File: src/rtl/seq_divider_if.sv
// Start/valid handshake bus for seq_divider: operands in, registered result and status out.
interface seq_divider_if #(
    parameter int nb = 4
);
    logic          start;
    logic [nb-1:0] dividend;
    logic [nb-1:0] divisor;
    logic [nb-1:0] quotient;
    logic [nb-1:0] remainder;
    logic          valid;
    logic          busy;
    logic          div_by_zero;
    logic          overflow;

    modport master (
        output start, dividend, divisor,
        input  quotient, remainder, valid, busy, div_by_zero, overflow
    );

    modport slave (
        input  start, dividend, divisor,
        output quotient, remainder, valid, busy, div_by_zero, overflow
    );
endinterface

File: src/rtl/seq_divider.sv
// Sequential signed divider: one non-restoring step per clock on operand magnitudes,
// then a remainder restore cycle and a sign-correction cycle before results are held.
module seq_divider #(
    parameter int nb = 4
) (
    input logic          clk,
    input logic          rst_n,
    seq_divider_if.slave bus
);
    localparam int cw = $clog2(nb + 1);

    typedef enum logic [2:0] {IDLE, ITER, FIX, SIGN, DONE} state_t;

    state_t               state, state_nx;
    logic [cw-1:0]        count;
    logic signed [nb+1:0] p;
    logic [nb-1:0]        a;
    logic [nb:0]          mag_dvs;
    logic                 sign_dvd, sign_dvs, ovf_cand;
    logic [nb-1:0]        quotient_q, remainder_q;
    logic                 valid_q, dz_q, ovf_q, busy_c;

    logic [nb-1:0]        dvd_abs;
    logic [nb:0]          dvs_sx, dvs_abs;
    logic signed [nb+1:0] d_ext, p_sh, p_step;
    logic [nb-1:0]        q_res, r_res, dvd_back;

    // Magnitudes fit unsigned: |-2^(nb-1)| needs nb bits for the dividend, nb+1 latched for the divisor.
    always_comb begin
        dvd_abs  = bus.dividend[nb-1] ? -bus.dividend : bus.dividend;
        dvs_sx   = {bus.divisor[nb-1], bus.divisor};
        dvs_abs  = dvs_sx[nb] ? -dvs_sx : dvs_sx;
        d_ext    = {1'b0, mag_dvs};
        p_sh     = {p[nb:0], a[nb-1]};
        p_step   = p[nb+1] ? p_sh + d_ext : p_sh - d_ext;
        q_res    = (sign_dvd ^ sign_dvs) ? -a : a;
        r_res    = sign_dvd ? -p[nb-1:0] : p[nb-1:0];
        dvd_back = sign_dvd ? -a : a;
    end

    always_ff @(posedge clk or negedge rst_n) begin
        if (!rst_n) state <= IDLE;
        else        state <= state_nx;
    end

    always_comb begin
        // NOTE: default first, so no branch leaves state_nx unassigned and no latch is inferred.
        state_nx = state;
        if (bus.start) begin
            state_nx = (bus.divisor == '0) ? DONE : ITER;
        end else begin
            case (state)
                ITER:    if (count == cw'(1)) state_nx = FIX;
                FIX:     state_nx = SIGN;
                SIGN:    state_nx = DONE;
                IDLE,
                DONE:    state_nx = state;
                default: state_nx = IDLE;
            endcase
        end
    end

    always_comb begin
        busy_c = (state == ITER) || (state == FIX) || (state == SIGN);
    end

    always_ff @(posedge clk or negedge rst_n) begin
        // NOTE: sequential state uses non-blocking assignments so every register samples pre-edge values.
        if (!rst_n) begin
            count       <= '0;
            p           <= '0;
            a           <= '0;
            mag_dvs     <= '0;
            sign_dvd    <= 1'b0;
            sign_dvs    <= 1'b0;
            ovf_cand    <= 1'b0;
            quotient_q  <= '0;
            remainder_q <= '0;
            valid_q     <= 1'b0;
            dz_q        <= 1'b0;
            ovf_q       <= 1'b0;
        end else if (bus.start) begin
            sign_dvd <= bus.dividend[nb-1];
            sign_dvs <= bus.divisor[nb-1];
            a        <= dvd_abs;
            mag_dvs  <= dvs_abs;
            ovf_cand <= (bus.dividend == {1'b1, {(nb-1){1'b0}}}) && (&bus.divisor);
            count    <= cw'(nb);
            p        <= '0;
            valid_q  <= 1'b0;
            dz_q     <= 1'b0;
            ovf_q    <= 1'b0;
        end else begin
            case (state)
                ITER: begin
                    p     <= p_step;
                    a     <= {a[nb-2:0], ~p_step[nb+1]};
                    count <= count - cw'(1);
                end
                FIX: if (p[nb+1]) p <= p + d_ext;
                SIGN: begin
                    quotient_q  <= q_res;
                    remainder_q <= r_res;
                    ovf_q       <= ovf_cand;
                    valid_q     <= 1'b1;
                end
                // Only the divide-by-zero path reaches DONE without a result written.
                DONE: if (!valid_q) begin
                    quotient_q  <= '1;
                    remainder_q <= dvd_back;
                    dz_q        <= 1'b1;
                    valid_q     <= 1'b1;
                end
                default: ;
            endcase
        end
    end

    assign bus.quotient    = quotient_q;
    assign bus.remainder   = remainder_q;
    assign bus.valid       = valid_q;
    assign bus.busy        = busy_c;
    assign bus.div_by_zero = dz_q;
    assign bus.overflow    = ovf_q;
endmodule

File: src/flat_wrapper.sv
// flat-port wrapper written by rule: the top's interface ports become plain ports
module seq_divider_flat 
#(
    parameter int nb = 4
)
  (clk, rst_n, bus_start, bus_dividend, bus_divisor, bus_quotient, bus_remainder, bus_valid, bus_busy, bus_div_by_zero, bus_overflow);
  seq_divider_if #(.nb(nb)) bus_i ();
  input logic clk;
  input logic rst_n;
  input wire logic [$bits(bus_i.start)-1:0] bus_start;
  input wire logic [$bits(bus_i.dividend)-1:0] bus_dividend;
  input wire logic [$bits(bus_i.divisor)-1:0] bus_divisor;
  output wire logic [$bits(bus_i.quotient)-1:0] bus_quotient;
  output wire logic [$bits(bus_i.remainder)-1:0] bus_remainder;
  output wire logic [$bits(bus_i.valid)-1:0] bus_valid;
  output wire logic [$bits(bus_i.busy)-1:0] bus_busy;
  output wire logic [$bits(bus_i.div_by_zero)-1:0] bus_div_by_zero;
  output wire logic [$bits(bus_i.overflow)-1:0] bus_overflow;
  assign bus_i.start = bus_start;
  assign bus_i.dividend = bus_dividend;
  assign bus_i.divisor = bus_divisor;
  assign bus_quotient = bus_i.quotient;
  assign bus_remainder = bus_i.remainder;
  assign bus_valid = bus_i.valid;
  assign bus_busy = bus_i.busy;
  assign bus_div_by_zero = bus_i.div_by_zero;
  assign bus_overflow = bus_i.overflow;
  seq_divider #(.nb(nb)) u_core (.clk(clk), .rst_n(rst_n), .bus(bus_i));
endmodule
File: config.mk
export PLATFORM = sky130hd
export DESIGN_NAME = seq_divider_flat
export DESIGN_NICKNAME = d
export VERILOG_FILES = /design/src/rtl/seq_divider_if.sv /design/src/rtl/seq_divider.sv /design/src/flat_wrapper.sv
export SDC_FILE = /design/constraint.sdc
export NUM_CORES = 1
export LEC_CHECK = 0
export ABC_AREA = 0
export BUFFER_PORTS_ARGS = -buffer_cell sky130_fd_sc_hd__clkbuf_2
export CAP_MARGIN = 25
export CORE_MARGIN = 4
export CORE_UTILIZATION = 35
export DETAILED_ROUTE_END_ITERATION = 8
export PLACE_DENSITY = 0.51
export SLEW_MARGIN = 40
export SYNTH_ARGS = -nofsm -noshare
export SYNTH_HDL_FRONTEND = slang
export SYNTH_SLANG_ARGS = --single-unit
File: constraint.sdc
create_clock -name clk -period 4 [get_ports clk]
set_clock_uncertainty 0.2 [all_clocks]
set_input_delay 0.2 -clock clk [delete_from_list [all_inputs] [get_ports clk]]
set_output_delay 0.2 -clock clk [all_outputs]
set_load 0.01 [all_outputs]
==> results.toml, run 1 <==
[route]
wl_per_cell_um = 15.00
num_vias = 1774
vias_per_cell = 5.112
dr.pass1.iters = 4
drt-total-wl_mm = 5.206
antenna_left = 0
drt-initial-drc-count = 61
drc = 0

[min_path]
hp-class = "input pin to register"
min_from = "bus_divisor[0]"

[setup_path]
critPathLaunch = "u_core.mag_dvs[0]"
critical_path.max_fanout = 5
endpoint_kind = "register"
crit_path_max_incr_delay_ns = 0.45
timing.rr.end = "u_core.p[5]"
crit_type = "register to register"
ff2ff_setup_slack_ns = 1.33
crit_arrival_ns = 2.65
rr_worst_depth = 9
critical_path_required_ns = 3.98
r2r-start = "u_core.mag_dvs[0]"
crit_slowest_cell = "dfrtp_1"
cp-start-kind = "register"
crit_path_end = "u_core.p[5]"
crit_top_cell = "ha_1"
crit_chain = "inv_1 -> ha_1 -> mux2_2 -> ha_1 -> a211oi_1 -> o21bai_1 -> a21oi_1 -> xnor2_1 -> o311ai_1"

[floorplanning]
dieArea_mm2 = 0.008190
die_w_um = 90.50
rows = 29
start_util_pct = 36.68
ios = 23
core_mm2 = 0.006495
die_y_um = 90.50

[synth]
synth_top_family_by_area = "simple AND/OR/NAND/NOR gates"
synth_xor_area_share_pct = 6.250
syn_area_per_cell_um2 = 9.684
syn_inst = 246
ys_types = 51
yosys.area_share.adder_pct = 11.13
synth-edff-count = 0
synth_seq_cells = 35
syn_nets = 277
yosys.area_share.simple_pct = 16.91
synth_compound_area_share_pct = 16.65
synth_ff_type = "dfrtp_1"
async_reset_ff_share_pct = 100.0
yosysWarnings = 0
syn-cell-area_mm2 = 0.002382
synth_seq_area_share_pct = 36.76
synthMuxAreaShare_pct = 7.353

[power_and_ir_drop]
p_seq_share_pct = 33.9
switchingPower_uw = 652.8
clkPwrFrac_pct = 21.9
sw_frac_of_total_pct = 37.69
p_per_area_mw_per_mm2 = 645.8
p_int_mw = 1.079
p_leak_nw = 1.232
ir_worst_vdd_uv = 202.0
combPwrFrac_pct = 44.2

[sta]
worst_pin_slew_ns = 0.8015
setup_viol = 0
rsz0062_at_grt = "no"
slew-limit-headroom_pct = 46.57
max_freq_mhz = 374.3
hold_viol_final = 0
fin_crit_sh_pct = 66.78
fin_setup_tns_ns = 0
period_needed_ns = 2.671
report.final.slew_viol_count = 0

[global_routing]
grt_max_degree = 39
grt_use_total_pct = 13.69
antenna_found_initial = 0
grt_pass1_vias = 1785
grt_overflow = 0
grt_first_pass_wirelength_mm = 8.983

[clock_tree]
post_cts_buffers = 0
cts_max_level = 2
cts_tree = "yes"
cts.clk_slew.worst_paths_ns = 0.07
clock_latency_ns = 0.29
clockBufferDepth = 2
numCtsBuffers = 5
hold_buffers = 2
clkSinkCount = 35
root_buffer = "clkbuf_8"
post_cts_resized = 0

[layout]
layout-drive-gt1-share_pct = 18.52
syn2layout_area_growth_pct = 12.60
fillCellCount = 637
final_nets = 300
diodes = 0
final_common_cell = "dfrtp_1"
final_cell_mix = "dfrtp_1 (35), nor2_1 (29), clkbuf_2 (21)"
final_core_util_pct = 41.30

[placement]
gp_congestion = 0.8434
numPortBuffers = 22
dp_hpwl_mm = 3.815

[run]
cap_violations = 0

[run_status]
status = "complete, no violations"
-- power groups by stage --
stage | Clock, mW | Sequential (mW) | Combinational [mW]
2_1_floorplan | 0 | 0.564 | 0.602
3_3_place_gp | 0 | 0.592 | 0.766
3_5_place_dp | 0 | 0.593 | 0.768
4_1_cts | 0.393 | 0.587 | 0.775
5_1_grt | 0.412 | 0.607 | 0.879
6_report | 0.380 | 0.586 | 0.766
-- worst min path at each step --
stage	to	cells past startpoint	slack, ns
global placement	u_core.p[2]	1	0.19
CTS	u_core.a[3]	4	0.009
floorplan	u_core.a[0]	0	-0.30
global route	u_core.sign_dvs	2	0.04
detailed placement	u_core.p[2]	1	0.04
finish	u_core.mag_dvs[0]	3	0.02
-- final cells by class --
class / instances / area (um^2) / share of cell area (%)
timing repair buffer: 24 / 132.6 / 4.944
inverter: 15 / 56.30 / 2.099
multi-input combinational: 188 / 1389 / 51.77
sequential: 35 / 875.8 / 32.65
tap: 77 / 96.34 / 3.591
clock inverter: 2 / 60.06 / 2.239
clock buffer: 6 / 72.57 / 2.705
-- per-layer routing --
layer | part of all wire, % | global-route usage, % | vias to the layer above
met5 | 0 | 0 | -
met2 | 43 | 20.57 | 34
li1 | - | - | 919
met3 | 3.2 | 2.417 | 6
met1 | 52 | 19.40 | 815
met4 | 1.6 | 5.357 | 0
-- cell usage after synthesis, types with 2 or more instances --
| library cell | instances | area, um^2 |
|---|---|---|
| a211oi_1 | 5 | 37.54 |
| a21o_1 | 4 | 30.03 |
| a21oi_1 | 16 | 80.08 |
| a31oi_1 | 7 | 43.79 |
| and2b_2 | 2 | 17.52 |
| buf_4 | 2 | 15.01 |
| buf_6 | 3 | 33.78 |
| clkbuf_1 | 2 | 7.510 |
| dfrtp_1 | 35 | 875.8 |
| fa_1 | 2 | 40.04 |
| ha_1 | 18 | 225.2 |
| inv_1 | 15 | 56.30 |
| mux2_2 | 7 | 78.83 |
| mux2i_1 | 7 | 70.07 |
| nand2_1 | 11 | 41.29 |
| nand2_2 | 2 | 12.51 |
| nand2b_1 | 5 | 31.28 |
| nand3_1 | 2 | 10.01 |
| nand3b_1 | 3 | 22.52 |
| nor2_1 | 29 | 108.9 |
| nor2_2 | 2 | 12.51 |
| nor2b_1 | 5 | 31.28 |
| nor3_1 | 6 | 30.03 |
| o21a_1 | 2 | 15.01 |
| o21ai_0 | 10 | 50.05 |
| o21ai_1 | 2 | 10.01 |
| o21bai_1 | 2 | 15.01 |
| o31ai_1 | 2 | 15.01 |
| xnor2_1 | 13 | 113.9 |
| xor2_1 | 4 | 35.03 |
-- logic make-up (layout without fill, tap and decap cells) --
family,Yosys count,after routing
AO/OA/AOI/OAI,60,60
AND/OR/NAND/NOR,76,76
flip-flops,35,35
adder cells (fa/ha/maj),20,20
XOR/XNOR,17,17
buffers and inverters,23,47
multiplexers,15,15
-- registers in the layout (all words and copies together), names as in the netlist --
| register | count |
|---|---|
| u_core.sign_dvs | 1 |
| u_core.bus.div_by_zero | 1 |
| u_core.sign_dvd | 1 |
| u_core.p | 6 |
| u_core.mag_dvs | 5 |
| u_core.count | 3 |
| u_core.bus.valid | 1 |
| u_core.bus.remainder | 4 |
| u_core.bus.quotient | 4 |
| u_core.state | 3 |
| u_core.ovf_cand | 1 |
| u_core.a | 4 |
| u_core.bus.overflow | 1 |
-- through the flow --
step | total power [mW] | setup WS, ns | hold WS (ns) | cells | cell area (um^2)
finish | 1.732 | 1.329 | 0.01946 | 347 | 2683
global route | 1.898 | 1.140 | 0.04305 | 347 | 2683
detailed placement | 1.361 | 1.373 | 0.03526 | 337 | 2530
global placement | 1.358 | 1.438 | 0.1853 | 337 | 2527
floorplan | 1.166 | 1.547 | -0.2956 | 246 | 2382
CTS | 1.755 | 1.331 | 0.009208 | 347 | 2683
-- critical path: cells and delay by family (launching register included) --
family | cells | cell delay [ns]
flops | 1 | 0.45
buf+inv | 1 | 0.09
fa+ha+maj | 2 | 0.60
xor+xnor | 1 | 0.10
mux | 1 | 0.29
compound gates | 4 | 0.82
(Power assumes the default switching activity.)
==> inputs of run 2 (changes only) <==
==> constraint.sdc (replaced) <==
create_clock -name clk -period 2.7 [get_ports clk]
set_clock_uncertainty 0.2 [all_clocks]
set_input_delay 0.135 -clock clk [delete_from_list [all_inputs] [get_ports clk]]
set_output_delay 0.135 -clock clk [all_outputs]
set_load 0.01 [all_outputs]
==> results.toml, run 2 (synthesis gave the netlist of run 1 again) <==
[run_status]
status = "complete, no violations"

[sta]
setup_viol = 0
period_needed_ns = 2.479
rsz0062_at_grt = "no"
report.final.slew_viol_count = 0
hold_viol_final = 0
fin_setup_tns_ns = 0
fin_crit_sh_pct = 91.82
worst_pin_slew_ns = 0.5786
max_freq_mhz = 403.4
slew-limit-headroom_pct = 60.90

[min_path]
hold_depth = 3
hp-class = "input pin to register"
min_from = "bus_divisor[1]"

[power_and_ir_drop]
p_leak_nw = 1.287
ir_worst_vdd_uv = 235.0
p_int_mw = 1.436
switchingPower_uw = 984.0
sw_frac_of_total_pct = 40.66
p_per_area_mw_per_mm2 = 868.6
combPwrFrac_pct = 48.9
p_seq_share_pct = 34.9
clkPwrFrac_pct = 16.2

[route]
drt-initial-drc-count = 99
met3_length_um = 238
drc = 0
dr_wl_met2_mm = 2.451
dr.pass1.iters = 4
num_vias = 1861
antenna_left = 0
wl_met1_mm = 2.655
vias_per_cell = 5.113
wl_per_cell_um = 14.92
drt-total-wl_mm = 5.432
top_layer = "met4"

[global_routing]
grt_max_degree = 36
grt_first_pass_wirelength_mm = 9.177
grt_overflow = 0
antenna_found_initial = 0
grt_use_total_pct = 14.09
grt_pass1_vias = 1787

[layout]
final_cell_mix = "dfrtp_1 (35), nor2_1 (29), clkbuf_2 (21)"
final_nets = 317
layout-drive-gt1-share_pct = 20.91
top_regs = "u_core.p (6), u_core.mag_dvs (5)"
design_area_mm2 = 0.002786
syn2layout_area_growth_pct = 16.96
largest_reg_flops = 6
final_common_cell = "dfrtp_1"
regMostFlops = "u_core.p"
diodes = 0

[clock_tree]
cts_tree = "yes"
clock_latency_ns = 0.30
hold_buffers = 10
cts_max_level = 2
numCtsBuffers = 5
post_cts_resized = 0
clkSinkCount = 35
root_buffer = "clkbuf_8"
cts.clk_slew.worst_paths_ns = 0.08
post_cts_buffers = 0
clockBufferDepth = 2

[floorplanning]
dieArea_mm2 = 0.008190
die_w_um = 90.50
ios = 23
die_y_um = 90.50
core_mm2 = 0.006495
rows = 29
start_util_pct = 36.68

[setup_path]
crit_top_cell = "ha_1"
rr_worst_depth = 9
crit_type = "register to register"
critical_path.max_fanout = 2
r2r-start = "u_core.mag_dvs[1]"
crit_path_max_incr_delay_ns = 0.38
crit_slowest_cell = "dfrtp_1"
crit_chain = "inv_1 -> ha_1 -> mux2_2 -> ha_1 -> a211oi_1 -> o21bai_1 -> a21oi_1 -> xnor2_1 -> a31o_2"
critPathLaunch = "u_core.mag_dvs[1]"
cp-start-kind = "register"
endpoint_kind = "register"
crit_arrival_ns = 2.47
critical_path_required_ns = 2.69

[placement]
dp_hpwl_mm = 4.034
gp_congestion = 0.8140
placed_cell_area_mm2 = 0.002597
numPortBuffers = 22

[run]
cap_violations = 0
[run 2: changes by cell type in the layout (fill, tap and decap cells not counted), sizes merged]
cell,change
buf,+9
clkinvlp,+2
clkbuf,-1
clkinv,+1
bufinv,-2
dlygate4sd3,+8
[run 2: final cells by class]
type | count | area, um^2
inverter | 15 | 56.30
fill | 638 | 3709
timing repair buffer | 41 | 280.3
sequential | 35 | 875.8
multi-input combinational | 188 | 1389
tap | 77 | 96.34
clock buffer | 5 | 68.82
clock inverter | 3 | 20.02
[run 2: through the flow]
| stage | hold slack, ns | power (mW) | utilization, % | std cells | worst slack, ns |
|---|---|---|---|---|---|
| after global placement | 0.1176 | 2.031 | 39.95 | 346 | 0.2366 |
| final | 0.03442 | 2.420 | 42.90 | 364 | 0.2209 |
| after global routing | 0.1151 | 2.653 | 42.90 | 364 | 0.004888 |
| after floorplan | -0.3606 | 1.727 | - | 246 | 0.2474 |
| after CTS | 0.03531 | 2.451 | 42.90 | 364 | 0.2087 |
| after detailed placement | -0.02963 | 2.039 | 39.99 | 346 | 0.2177 |
[run 2: power by group through the flow]
stage,combinational [mW],clock [mW],sequential (mW)
floorplan,0.891,0,0.836
global placement,1.18,0,0.855
detailed placement,1.18,0,0.856
global route,1.35,0.428,0.871
CTS,1.20,0.406,0.846
finish,1.18,0.391,0.845
[run 2: final timing paths]
check                                    endpoint  slack (ns)
max                                   u_core.a[0]        0.22
min                             u_core.mag_dvs[1]        0.03
max in group asynchronous       u_core.mag_dvs[1]        1.78
min in group asynchronous             u_core.p[2]        0.17
min reg2reg                u_core.bus.div_by_zero        0.30
max reg2reg                           u_core.a[0]        0.22
[run 2: worst max-delay path: cells and delay by family (launching register included)]
| kind | cells | cell delay [ns] |
|---|---|---|
| AO/OA/AOI/OAI | 4 | 0.78 |
| XOR/XNOR | 1 | 0.10 |
| adder cells (fa/ha/maj) | 2 | 0.54 |
| buffers and inverters | 1 | 0.09 |
| flip-flops | 1 | 0.38 |
| multiplexers | 1 | 0.29 |
[run 2: layer usage]
layer / vias to the layer above / track usage (%)
li1: 953 / -
met1: 861 / 19.50
met2: 42 / 21.62
met3: 5 / 3.000
met4: 0 / 4.974
met5: - / 0
